`src/rtl/piso_tx.sv`:
```
// Parallel-in serial-out transmitter: MSB first, valid/ready load, shift_en paced.
// Optional even-parity trailer bit enabled by defining PISO_TX_PARITY_EN.
module piso_tx #(
  parameter int WIDTH = 16
) (
  input  logic             clk,
  input  logic             reset,
  input  logic [WIDTH-1:0] p_in,
  input  logic             p_valid,
  output logic             p_ready,
  input  logic             shift_en,
  output logic             s_out,
  output logic             s_valid,
  output logic             s_first,
  output logic             s_last,
  output logic             busy
);

  // state  | meaning
  // IDLE   | no frame, ready for a word
  // SHIFT  | data bits on s_out, cnt = index of current bit
  // PARITY | parity trailer on s_out (parity build only)

  localparam int CW = $clog2(WIDTH + 1);
  localparam logic [CW-1:0] CNT_LAST = CW'(WIDTH - 1);

`ifdef PISO_TX_PARITY_EN
  typedef enum logic [1:0] {IDLE, SHIFT, PARITY} state_t;
  localparam state_t DATA_DONE = PARITY;
`else
  typedef enum logic [1:0] {IDLE, SHIFT} state_t;
  localparam state_t DATA_DONE = IDLE;
`endif

  state_t           state_q, state_d;
  logic [WIDTH-1:0] shreg_q, shreg_d;
  logic [CW-1:0]    cnt_q, cnt_d;
  logic             last_bit;
  logic             accept;
  logic             par_bit;

`ifdef PISO_TX_PARITY_EN
  logic par_q, par_d;
  assign last_bit = (state_q == PARITY);
  assign par_bit  = (state_q == PARITY) && par_q;
`else
  assign last_bit = (state_q == SHIFT) && (cnt_q == CNT_LAST);
  assign par_bit  = 1'b0;
`endif

  // The final bit of a frame doubles as the load slot for back-to-back frames.
  assign p_ready = !reset && ((state_q == IDLE) || (last_bit && shift_en));
  assign accept  = p_valid && p_ready;

  always_comb begin
    state_d = state_q;
    shreg_d = shreg_q;
    cnt_d   = cnt_q;
`ifdef PISO_TX_PARITY_EN
    par_d   = par_q;
`endif
    if (accept) begin
      state_d = SHIFT;
      shreg_d = p_in;
      cnt_d   = '0;
`ifdef PISO_TX_PARITY_EN
      par_d   = ^p_in;
`endif
    end else if (shift_en) begin
      case (state_q)
        SHIFT: begin
          shreg_d = {shreg_q[WIDTH-2:0], 1'b0};
          cnt_d   = cnt_q + CW'(1);
          if (cnt_q == CNT_LAST) state_d = DATA_DONE;
        end
`ifdef PISO_TX_PARITY_EN
        PARITY:  state_d = IDLE;
`endif
        default: ;
      endcase
    end
  end

  always_ff @(posedge clk) begin
    if (reset) begin
      state_q <= IDLE;
      shreg_q <= '0;
      cnt_q   <= '0;
`ifdef PISO_TX_PARITY_EN
      par_q   <= 1'b0;
`endif
    end else begin
      state_q <= state_d;
      shreg_q <= shreg_d;
      cnt_q   <= cnt_d;
`ifdef PISO_TX_PARITY_EN
      par_q   <= par_d;
`endif
    end
  end

  assign busy    = !reset && (state_q != IDLE);
  assign s_valid = busy;
  assign s_out   = !reset && (((state_q == SHIFT) && shreg_q[WIDTH-1]) || par_bit);
  assign s_first = !reset && (state_q == SHIFT) && (cnt_q == '0);
  assign s_last  = !reset && last_bit;

endmodule

```
`config.mk`:
```
export PLATFORM = sky130hd
export DESIGN_NAME = piso_tx
export DESIGN_NICKNAME = d
export VERILOG_FILES = /design/src/rtl/piso_tx.sv
export SDC_FILE = /design/constraint.sdc
export NUM_CORES = 1
export LEC_CHECK = 0
export CAP_MARGIN = 20
export CELL_PAD_IN_SITES_DETAIL_PLACEMENT = 1
export CELL_PAD_IN_SITES_GLOBAL_PLACEMENT = 1
export CORE_ASPECT_RATIO = 0.6
export CORE_MARGIN = 10
export CORE_UTILIZATION = 40
export CTS_CLUSTER_DIAMETER = 30
export CTS_CLUSTER_SIZE = 12
export DETAILED_ROUTE_END_ITERATION = 8
export DONT_BUFFER_PORTS = 1
export PLACE_DENSITY = 0.69
export SLEW_MARGIN = 25
export SYNTH_ARGS = -nofsm -noshare
export SYNTH_HDL_FRONTEND = slang
export SYNTH_SLANG_ARGS = --single-unit
```
`constraint.sdc`:
```
create_clock -name clk -period 2 [get_ports clk]
set_input_delay 0.4 -clock clk [delete_from_list [all_inputs] [get_ports clk]]
set_output_delay 0.4 -clock clk [all_outputs]
set_load 0.1 [all_outputs]
```
==> flow_summary.toml, run 1 <==
[floorplanning]
chipWidth_um = 93.60
io_pins = 26
die-area_um2 = 6005
fp.coreArea_um2 = 2984
start_util_pct = 43.56
die_y_um = 64.16
rows = 15

[worst_setup_path]
startpoint = "cnt_q[1]"
reg2reg_slack_ns = 0.18
cp-start-kind = "register"
crit_required_ns = 1.60
ff2ff_path_depth = 6
crit_type = "reg -> out"
r2r_end = "cnt_q[4]"
crit_fanout = 4
crit_path_end_kind = "output port"
arrival_ns = 1.56
worstSetupEndpoint = "p_ready"
r2r-start = "cnt_q[1]"

[finish]
nNetsFinal = 158
drive_above_1_share_pct = 36.57
area_growth_syn_to_layout_pct = 18.86
finalInstanceArea_um2 = 1545
fill_cells = 328
n_antenna_cell = 0

[timing]
fmax_mhz = 509.2
slew_headroom_pct = 75.23
slew_viol_final = 0
worst_pin_slew_ns = 0.3710
setup_slack_ns = 0.03626
min_period_ns = 1.964
skew_ns = 0.01030
timing.final.crit_share_pct = 98.19
rsz0062_at_grt = "yes"
finalHoldViolations = 0
setup_viol = 0

[placed_design]
place_congestion = 0.7266
place_hpwl_mm = 2.468
dpl_worst_slack_ns = 0.06851
io_buffer_count = 0
dpl_cell_area_um2 = 1423

[synthesis]
synth.net_count = 156
netlist_top_cells_area = "dfxtp_1 34%, a221oi_2 12%, a211oi_2 11%, and3_1 7.7%, inv_1 5.2%"
synth_seq_area_share_pct = 33.88
syn-cell-area_um2 = 1300
synth_cell_types = 30
ys_seq_elements = 22
ys_warn_count = 0
syn_inst = 133
syn-mean-instance-area_um2 = 9.774
synth_top_area_cell = "dfxtp_1"
synth_top_area_share_pct = 33.88

[clocking]
cts_tree = "built"
cts-root-buf = "clkbuf_8"
clock_latency_ns = 0.27
clock-sinks = 22
h-tree-depth = 1
clk_path_buf_depth = 2
cts_hold_buf = 0
clk_pin_slew_ns = 0.09
numCtsBuffers = 3

[hold_path]
hold_path_class = "in -> reg"

[global_routing]
antenna_found_initial = 0
grt_max_degree = 25
grt_pass1_wl_mm = 5.568
grt_usage_pct = 11.37
grt_overflow = 0
grt_pass1_vias = 1115

[route]
antenna_left = 0
vias_per_cell = 5.847
drt_iter0_drc = 64
routed_wl_mm = 3.582
wl_per_cell_um = 20.35
vias = 1029
first_pass_iters = 4
post-route-drc-count = 0

[power]
vdd_drop_max_mv = 0.3938
power_leakage_nw = 0.6174
power_density_nw_per_um2 = 732.9

[job]
maxCapViolations = 0

[run_status]
outcome = "complete, no violations"
-- area by class of cell --
class | count | area, um2 | share of cell area (%)
Inverter | 18 | 67.56 | 4.372
Timing Repair Buffer | 10 | 137.6 | 8.907
Clock buffer | 3 | 41.29 | 2.672
Tap cell | 42 | 52.55 | 3.401
Clock inverter | 1 | 30.03 | 1.943
Sequential cell | 22 | 442.9 | 28.66
Multi-Input combinational cell | 80 | 773.2 | 50.04
-- flip-flops by register name, indices dropped and copies added (netlist names) --
register and count:
state_q 1, shreg_q 16, cnt_q 5
-- worst min-delay path by stage --
stage	start	endpoint	slack (ns)	depth (start not counted)
global route	reset	shreg_q[15]	0.16	1
global placement	reset	shreg_q[2]	0.47	1
finish	reset	shreg_q[4]	0.19	1
CTS	reset	shreg_q[3]	0.18	1
floorplan	reset	cnt_q[3]	0.47	1
detailed placement	reset	shreg_q[14]	0.48	1
-- cells by family (layout without fill, tap and decap cells) --
logic type	Yosys count	after routing	synth area share (%)
AOI/OAI and AO/OA	36	36	32.63
adders and majority gates	3	3	2.888
muxes	2	2	1.540
DFF	22	22	33.88
buffers and inverters	31	32	11.55
xor gates and xnor gates	2	2	1.348
and+or+nand+nor	37	37	16.17
-- worst max-delay path, cell delays in order, from the launching register on --
cell and delay, ns:
dfxtp_2 0.35, ha_4 0.16, and3_4 0.18, ha_4 0.18, a21boi_4 0.20, nor2_4 0.05, buf_12 0.16
-- Yosys cell counts --
| cell | instances |
|---|---|
| buf_4 | 2 |
| buf_2 | 3 |
| dfxtp_1 | 22 |
| nor2_1 | 6 |
| xnor2_1 | 1 |
| a211oi_2 | 11 |
| a221oi_1 | 5 |
| o21ai_1 | 1 |
| and2_4 | 1 |
| xor2_1 | 1 |
| a2111oi_2 | 1 |
| nand4_1 | 1 |
| and2_1 | 3 |
| nand3_1 | 2 |
| o221a_1 | 1 |
| a221oi_2 | 10 |
| nor3_1 | 3 |
| a21bo_4 | 1 |
| or3_1 | 1 |
| clkbuf_1 | 5 |
| nand2_1 | 2 |
| buf_6 | 3 |
| mux2i_1 | 2 |
| ha_1 | 3 |
| a21boi_1 | 1 |
| a211oi_1 | 5 |
| nor2b_1 | 1 |
| and3_1 | 16 |
| inv_1 | 18 |
| and4_1 | 1 |
-- power by group --
group          switching [mW]  leakage, nW  internal (mW)
clock network           0.159       0.0357          0.268
logic                   0.119        0.399         0.0959
registers              0.0237        0.182          0.468
-- stage by stage --
step | std cells | hold slack (ns) | TNS (ns) | utilization [%] | total power [mW]
2_1_floorplan | 133 | 0.4730 | -0.05415 | - | 0.6872
4_1_cts | 175 | 0.1847 | 0 | 50.90 | 1.137
3_3_place_gp | 171 | 0.4738 | 0 | 47.67 | 0.7037
5_1_grt | 176 | 0.1636 | -0.01813 | 51.78 | 1.182
6_report | 176 | 0.1909 | 0 | 51.78 | 1.132
3_5_place_dp | 171 | 0.4764 | 0 | 47.67 | 0.7123
-- timing repair --
| item | in CTS | in global routing |
|---|---|---|
| buffers inserted | 0 | 1 |
| resized for setup | 5 | 4 |
| setup endpoints to repair | 2 | 1 |
| pin swaps | 1 | 1 |
-- layout by cell type (no fill, tap or decap), types with 2 or more instances in the layout --
cell type / n
mux2i_1: 2
nand2_1: 2
nor3_1: 3
a221oi_2: 10
a221oi_1: 5
inv_1: 18
nand3_1: 2
nor2_1: 5
buf_12: 5
dfxtp_2: 2
clkbuf_8: 3
ha_4: 2
dfxtp_1: 20
a211oi_2: 11
a211oi_1: 5
buf_4: 5
and2_4: 3
and3_1: 15
-- metal layers --
metal	vias up	GRT usage [%]	wire length [um]
li1	489	-	-
met1	515	14.01	1701
met2	23	18.17	1701
met3	2	3.613	149
met4	0	4.151	29
met5	-	0	0
Power figures use the tool's default switching activity.
==> inputs of run 2 (changes only) <==
--- a/config.mk
+++ b/config.mk
@@ -9,7 +9,6 @@
 export CELL_PAD_IN_SITES_DETAIL_PLACEMENT = 1
 export CELL_PAD_IN_SITES_GLOBAL_PLACEMENT = 1
 export CORE_ASPECT_RATIO = 0.6
-export CORE_MARGIN = 10
 export CORE_UTILIZATION = 40
 export CTS_CLUSTER_DIAMETER = 30
 export CTS_CLUSTER_SIZE = 12
==> run 2 against run 1 <==
Die area down 42%; final cell count down 1.7%; sequential share of layout area up 1.0 points; cell area down 3.5%; wire length down 13%; via count down 2.8%; critical path depth unchanged; critical endpoint unchanged; combinational power down 3%; setup slack better by 0.017 ns; flip-flop and latch count unchanged.
==> flow_summary.toml, run 2 (synthesized netlist as in run 1, its figures left out) <==
[route]
antenna_left = 0
wl_per_cell_um = 17.99
post-route-drc-count = 0
drt_iter0_drc = 74
first_pass_iters = 4
vias_per_cell = 5.780
vias = 1000
routed_wl_mm = 3.112

[worst_setup_path]
crit_fanout = 4
cpLargestDelayFamily = "flip-flops"
crit_required_ns = 1.60
arrival_ns = 1.55
worstPathBufferInverterCount = 1
slowest_stage = "dfxtp_2"
max_stage_delay_ns = 0.36
crit_path_end_kind = "output port"
worstPathCellList = "ha_4 > and3_4 > ha_4 > a21boi_4 > nor2_4 > buf_12"
cp-start-kind = "register"
crit_type = "reg -> out"
crit_path_frequent_cell = "ha_4"

[timing]
rsz0062_at_grt = "no"
fmax_mhz = 513.6
slew_headroom_pct = 73.44
setup_viol = 0
worst_pin_slew_ns = 0.3975
min_period_ns = 1.947
holdWs_ns = 0.2007
skew_ns = 0.005667
setup_tns_ns = 0
finalHoldViolations = 0
slew_viol_final = 0
timing.final.crit_share_pct = 97.35

[floorplanning]
die-area_um2 = 3489
io_pins = 26
chipWidth_um = 75.60
start_util_pct = 43.56
rows = 15
fp.coreArea_um2 = 2984
die_y_um = 46.16

[clocking]
clk_path_buf_depth = 2
clk_pin_slew_ns = 0.08
numCtsBuffers = 3
cts_tree = "built"
cts_hold_buf = 0
clock-sinks = 22
cts-root-buf = "clkbuf_8"
clock_latency_ns = 0.26
h-tree-depth = 1

[power]
power_leakage_nw = 0.5901
power_density_nw_per_um2 = 654.6
vdd_drop_max_mv = 0.3093

[global_routing]
antenna_found_initial = 0
grt_max_degree = 25
grt_overflow = 0
grt_pass1_wl_mm = 5.030
grt_pass1_vias = 961
grt_usage_pct = 20.12

[finish]
nNetsFinal = 156
finalInstanceArea_um2 = 1491
drive_above_1_share_pct = 35.11
area_growth_syn_to_layout_pct = 14.73
regMostFlops = "shreg_q"
largest_reg_flops = 16
reg.largest.list = "shreg_q (16), cnt_q (5), state_q (1)"
n_antenna_cell = 0
instances_no_fill = 173
layout_common_cells = "20 x dfxtp_1, 18 x inv_1, 15 x and3_1, 11 x a211oi_2, 10 x a221oi_2"
fill_cells = 336
final_common_cell = "dfxtp_1"

[placed_design]
io_buffer_count = 0
place_inst = 169
place_hpwl_mm = 2.176
place_congestion = 0.7596
dpl_cell_area_um2 = 1395

[job]
maxCapViolations = 0

[hold_path]
hold_path_class = "in -> reg"

[run_status]
outcome = "complete, no violations"
run 2: cell count changes in the layout (fill, tap and decap cells not counted):
cell	previous run	this run
buf_12	5	4
buf_6	0	1
bufinv_16	1	0
buf_4	5	3
run 2: layout make-up:
class                           count  area (um2)  share of cell area, %
Inverter                           18       67.56                  4.530
Sequential cell                    22       442.9                  29.70
Clock buffer                        3       41.29                  2.768
Tap cell                           42       52.55                  3.523
Multi-Input combinational cell     80       773.2                  51.85
Timing Repair Buffer                8       113.9                  7.634
run 2: layer usage:
layer	part of all wire [%]	vias up	GRT usage (%)
li1	-	485	-
met4	0.32	0	3.333
met3	4.7	2	4.814
met5	0	-	0
met2	46	36	31.25
met1	49	477	28.68
run 2: metrics by stage:
| stage | power, mW | util, % | worst slack (ns) |
|---|---|---|---|
| after global placement | 0.6978 | 46.75 | 0.1189 |
| after detailed placement | 0.7056 | 46.75 | 0.02912 |
| after CTS | 0.9851 | 49.43 | 0.02724 |
| after global routing | 1.025 | 49.98 | 0.01269 |
| final | 0.9763 | 49.98 | 0.05299 |
| after floorplan | 0.6872 | - | -0.05415 |
run 2: timing repair:
action	4_1_cts	5_1_grt
pin swaps	1	1
setup endpoints to repair	2	3
gates resized for setup	7	3
setup buffers	1	0
run 2: where the power goes:
part / internal (mW) / switching (mW) / total, mW
logic: 0.0925 / 0.116 / 0.208
registers: 0.468 / 0.0242 / 0.492
clock network: 0.134 / 0.141 / 0.276
total: 0.695 / 0.281 / 0.976
run 2: path summary, 6_finish.rpt:
path	startpoint	endpoint	slack (ns)	cells after the start
hold reg to reg	cnt_q[4]	cnt_q[4]	0.55	2
setup reg to reg	cnt_q[0]	shreg_q[7]	0.17	6
hold / removal	reset	shreg_q[6]	0.20	1
setup / recovery	cnt_q[0]	p_ready	0.05	6
run 2: worst reg2reg max path, stage by stage, from the launching register on:
cell and delay [ns]:
dfxtp_2 0.39, ha_4 0.15, and3_4 0.19, ha_4 0.17
a21bo_4 0.30, and2_4 0.39, a211oi_1 0.13
==> inputs of run 3 (changes only) <==
--- a/config.mk
+++ b/config.mk
@@ -8,10 +8,9 @@
 export CAP_MARGIN = 20
 export CELL_PAD_IN_SITES_DETAIL_PLACEMENT = 1
 export CELL_PAD_IN_SITES_GLOBAL_PLACEMENT = 1
-export CORE_ASPECT_RATIO = 0.6
+export CORE_MARGIN = 2
 export CORE_UTILIZATION = 40
 export CTS_CLUSTER_DIAMETER = 30
-export CTS_CLUSTER_SIZE = 12
 export DETAILED_ROUTE_END_ITERATION = 8
 export DONT_BUFFER_PORTS = 1
 export PLACE_DENSITY = 0.69
==> run 3 against run 2 <==
Via count grew 3.5%; critical path depth is the same; power shrank 2.4%; maximum frequency shrank 2.0%; sequential power shrank 0.8%; combinational power grew 4%; core utilization is essentially flat; first-iteration DRC count shrank 80%; setup slack lost 0.040 ns; critical path type unchanged; largest cell class unchanged; highest routed layer unchanged.
==> flow_summary.toml, run 3 (synthesized netlist as in run 1, its figures left out) <==
[worst_setup_path]
cp-start-kind = "register"
slowest_stage = "dfxtp_2"
max_stage_delay_ns = 0.36
arrival_ns = 1.59
crit_path_end_kind = "output port"
worstPathCellList = "ha_4 > and3_4 > ha_4 > a21boi_4 > nor2_4 > buf_12"
crit_fanout = 4
crit_required_ns = 1.60
crit_path_frequent_cell = "ha_4"
crit_type = "reg -> out"

[route]
routed_wl_mm = 3.098
drt_iter0_drc = 15
vias_per_cell = 5.656
post-route-drc-count = 0
vias = 1035
wl_per_cell_um = 16.93
first_pass_iters = 2
antenna_left = 0

[finish]
multi_input_area_um2 = 773.2
final_common_cell = "dfxtp_1"
reg.largest.list = "shreg_q (16), cnt_q (5), state_q (1)"
fill_cells = 359
nNetsFinal = 163
post-route-util_pct = 49.96
layout_common_cells = "20 x dfxtp_1, 18 x inv_1, 15 x and3_1, 11 x a211oi_2, 11 x buf_4"
ff_latch_area_um2 = 442.9
instances_no_fill = 183
largest_reg_flops = 16
n_antenna_cell = 0
finalInstanceArea_um2 = 1538
drive_above_1_share_pct = 38.85
regMostFlops = "shreg_q"
area_growth_syn_to_layout_pct = 18.29

[placed_design]
dpl_cell_area_um2 = 1413
place_hpwl_mm = 1.990
io_buffer_count = 0
place_congestion = 0.7299
place_inst = 173
dpl_worst_slack_ns = 0.0004924

[global_routing]
grt_pass1_wl_mm = 5.161
grt_usage_pct = 18.50
antenna_found_initial = 0
grt_max_degree = 25
use_met2_pct = 31.95
grt_overflow = 0
grtUsageMet3_pct = 2.731
grt_busiest_layer = "met2"
grt_pass1_vias = 1065
use_met1_pct = 23.93

[timing]
worst_pin_slew_ns = 0.5475
fmax_mhz = 503.3
holdWs_ns = 0.1459
finalHoldViolations = 0
setup_tns_ns = 0
slew_viol_final = 0
timing.final.crit_share_pct = 99.34
setup_viol = 0
setup_slack_ns = 0.01322
min_period_ns = 1.987
slew_headroom_pct = 63.80
rsz0062_at_grt = "yes"
skew_ns = 0.006170

[clocking]
cts_tree = "built"
clock_latency_ns = 0.31
clk_pin_slew_ns = 0.13
clk_path_buf_depth = 2
clock-sinks = 22
cts-root-buf = "clkbuf_4"
numCtsBuffers = 3
h-tree-depth = 1

[power]
vdd_drop_max_mv = 0.3384
power_leakage_nw = 0.6251
total_power_mw = 0.9532
power_density_nw_per_um2 = 619.9

[floorplanning]
io_pins = 26
die_y_um = 61.01
rows = 20
fp.coreArea_um2 = 3078
chipWidth_um = 61.01
start_util_pct = 42.24
die-area_um2 = 3722

[run_status]
outcome = "complete, no violations"

[job]
maxCapViolations = 0

[hold_path]
hold_path_class = "in -> reg"
run 3: changes by cell type in the layout (fill, tap and decap cells not counted), sizes merged:
cell    before  now
buf          8   15
clkbuf       3    4
run 3: power breakdown:
part	switching [mW]	internal (mW)	total (mW)	leakage, nW
Clock	0.138	0.111	0.249	0.0210
Combinational	0.119	0.0972	0.216	0.422
Sequential	0.0198	0.468	0.488	0.182
Total	0.277	0.677	0.953	0.625
run 3: repair_timing:
item | 4_1_cts | 5_1_grt
pin swaps | 1 | 2
buffers inserted | 3 | 3
hold buffers | 0 | 0
gates cloned | 0 | 0
endpoints found under the setup margin | 16 | 2
gates resized for setup | 8 | 1
run 3: final timing paths:
kind,to,from,depth (start not counted),slack [ns]
worst max-delay path,p_ready,cnt_q[0],6,0.01
worst min-delay path,shreg_q[13],reset,1,0.15
worst max register to register,shreg_q[7],cnt_q[0],7,0.06
worst min register to register,cnt_q[3],cnt_q[3],2,0.56
run 3: layout make-up:
| type | instances | share of cell area [%] |
|---|---|---|
| flip-flops and latches | 22 | 28.80 |
| multi-input cells | 80 | 50.28 |
| clock buffers | 4 | 2.360 |
| well taps | 44 | 3.580 |
| repair buffers | 15 | 10.58 |
| inverters | 18 | 4.394 |
run 3: worst max-delay path, delay by kind of cell, from the launching register on:
family | cells | cell delay (ns)
AND/OR/NAND/NOR | 2 | 0.23
flip-flops | 1 | 0.36
adder cells (fa/ha/maj) | 2 | 0.34
buffers and inverters | 1 | 0.16
AO/OA/AOI/OAI | 1 | 0.19
run 3: routing by layer:
metal	up-vias	share of wire [%]
met4	0	0.68
met3	2	2.8
met1	517	47
li1	499	-
met5	-	0
met2	17	50
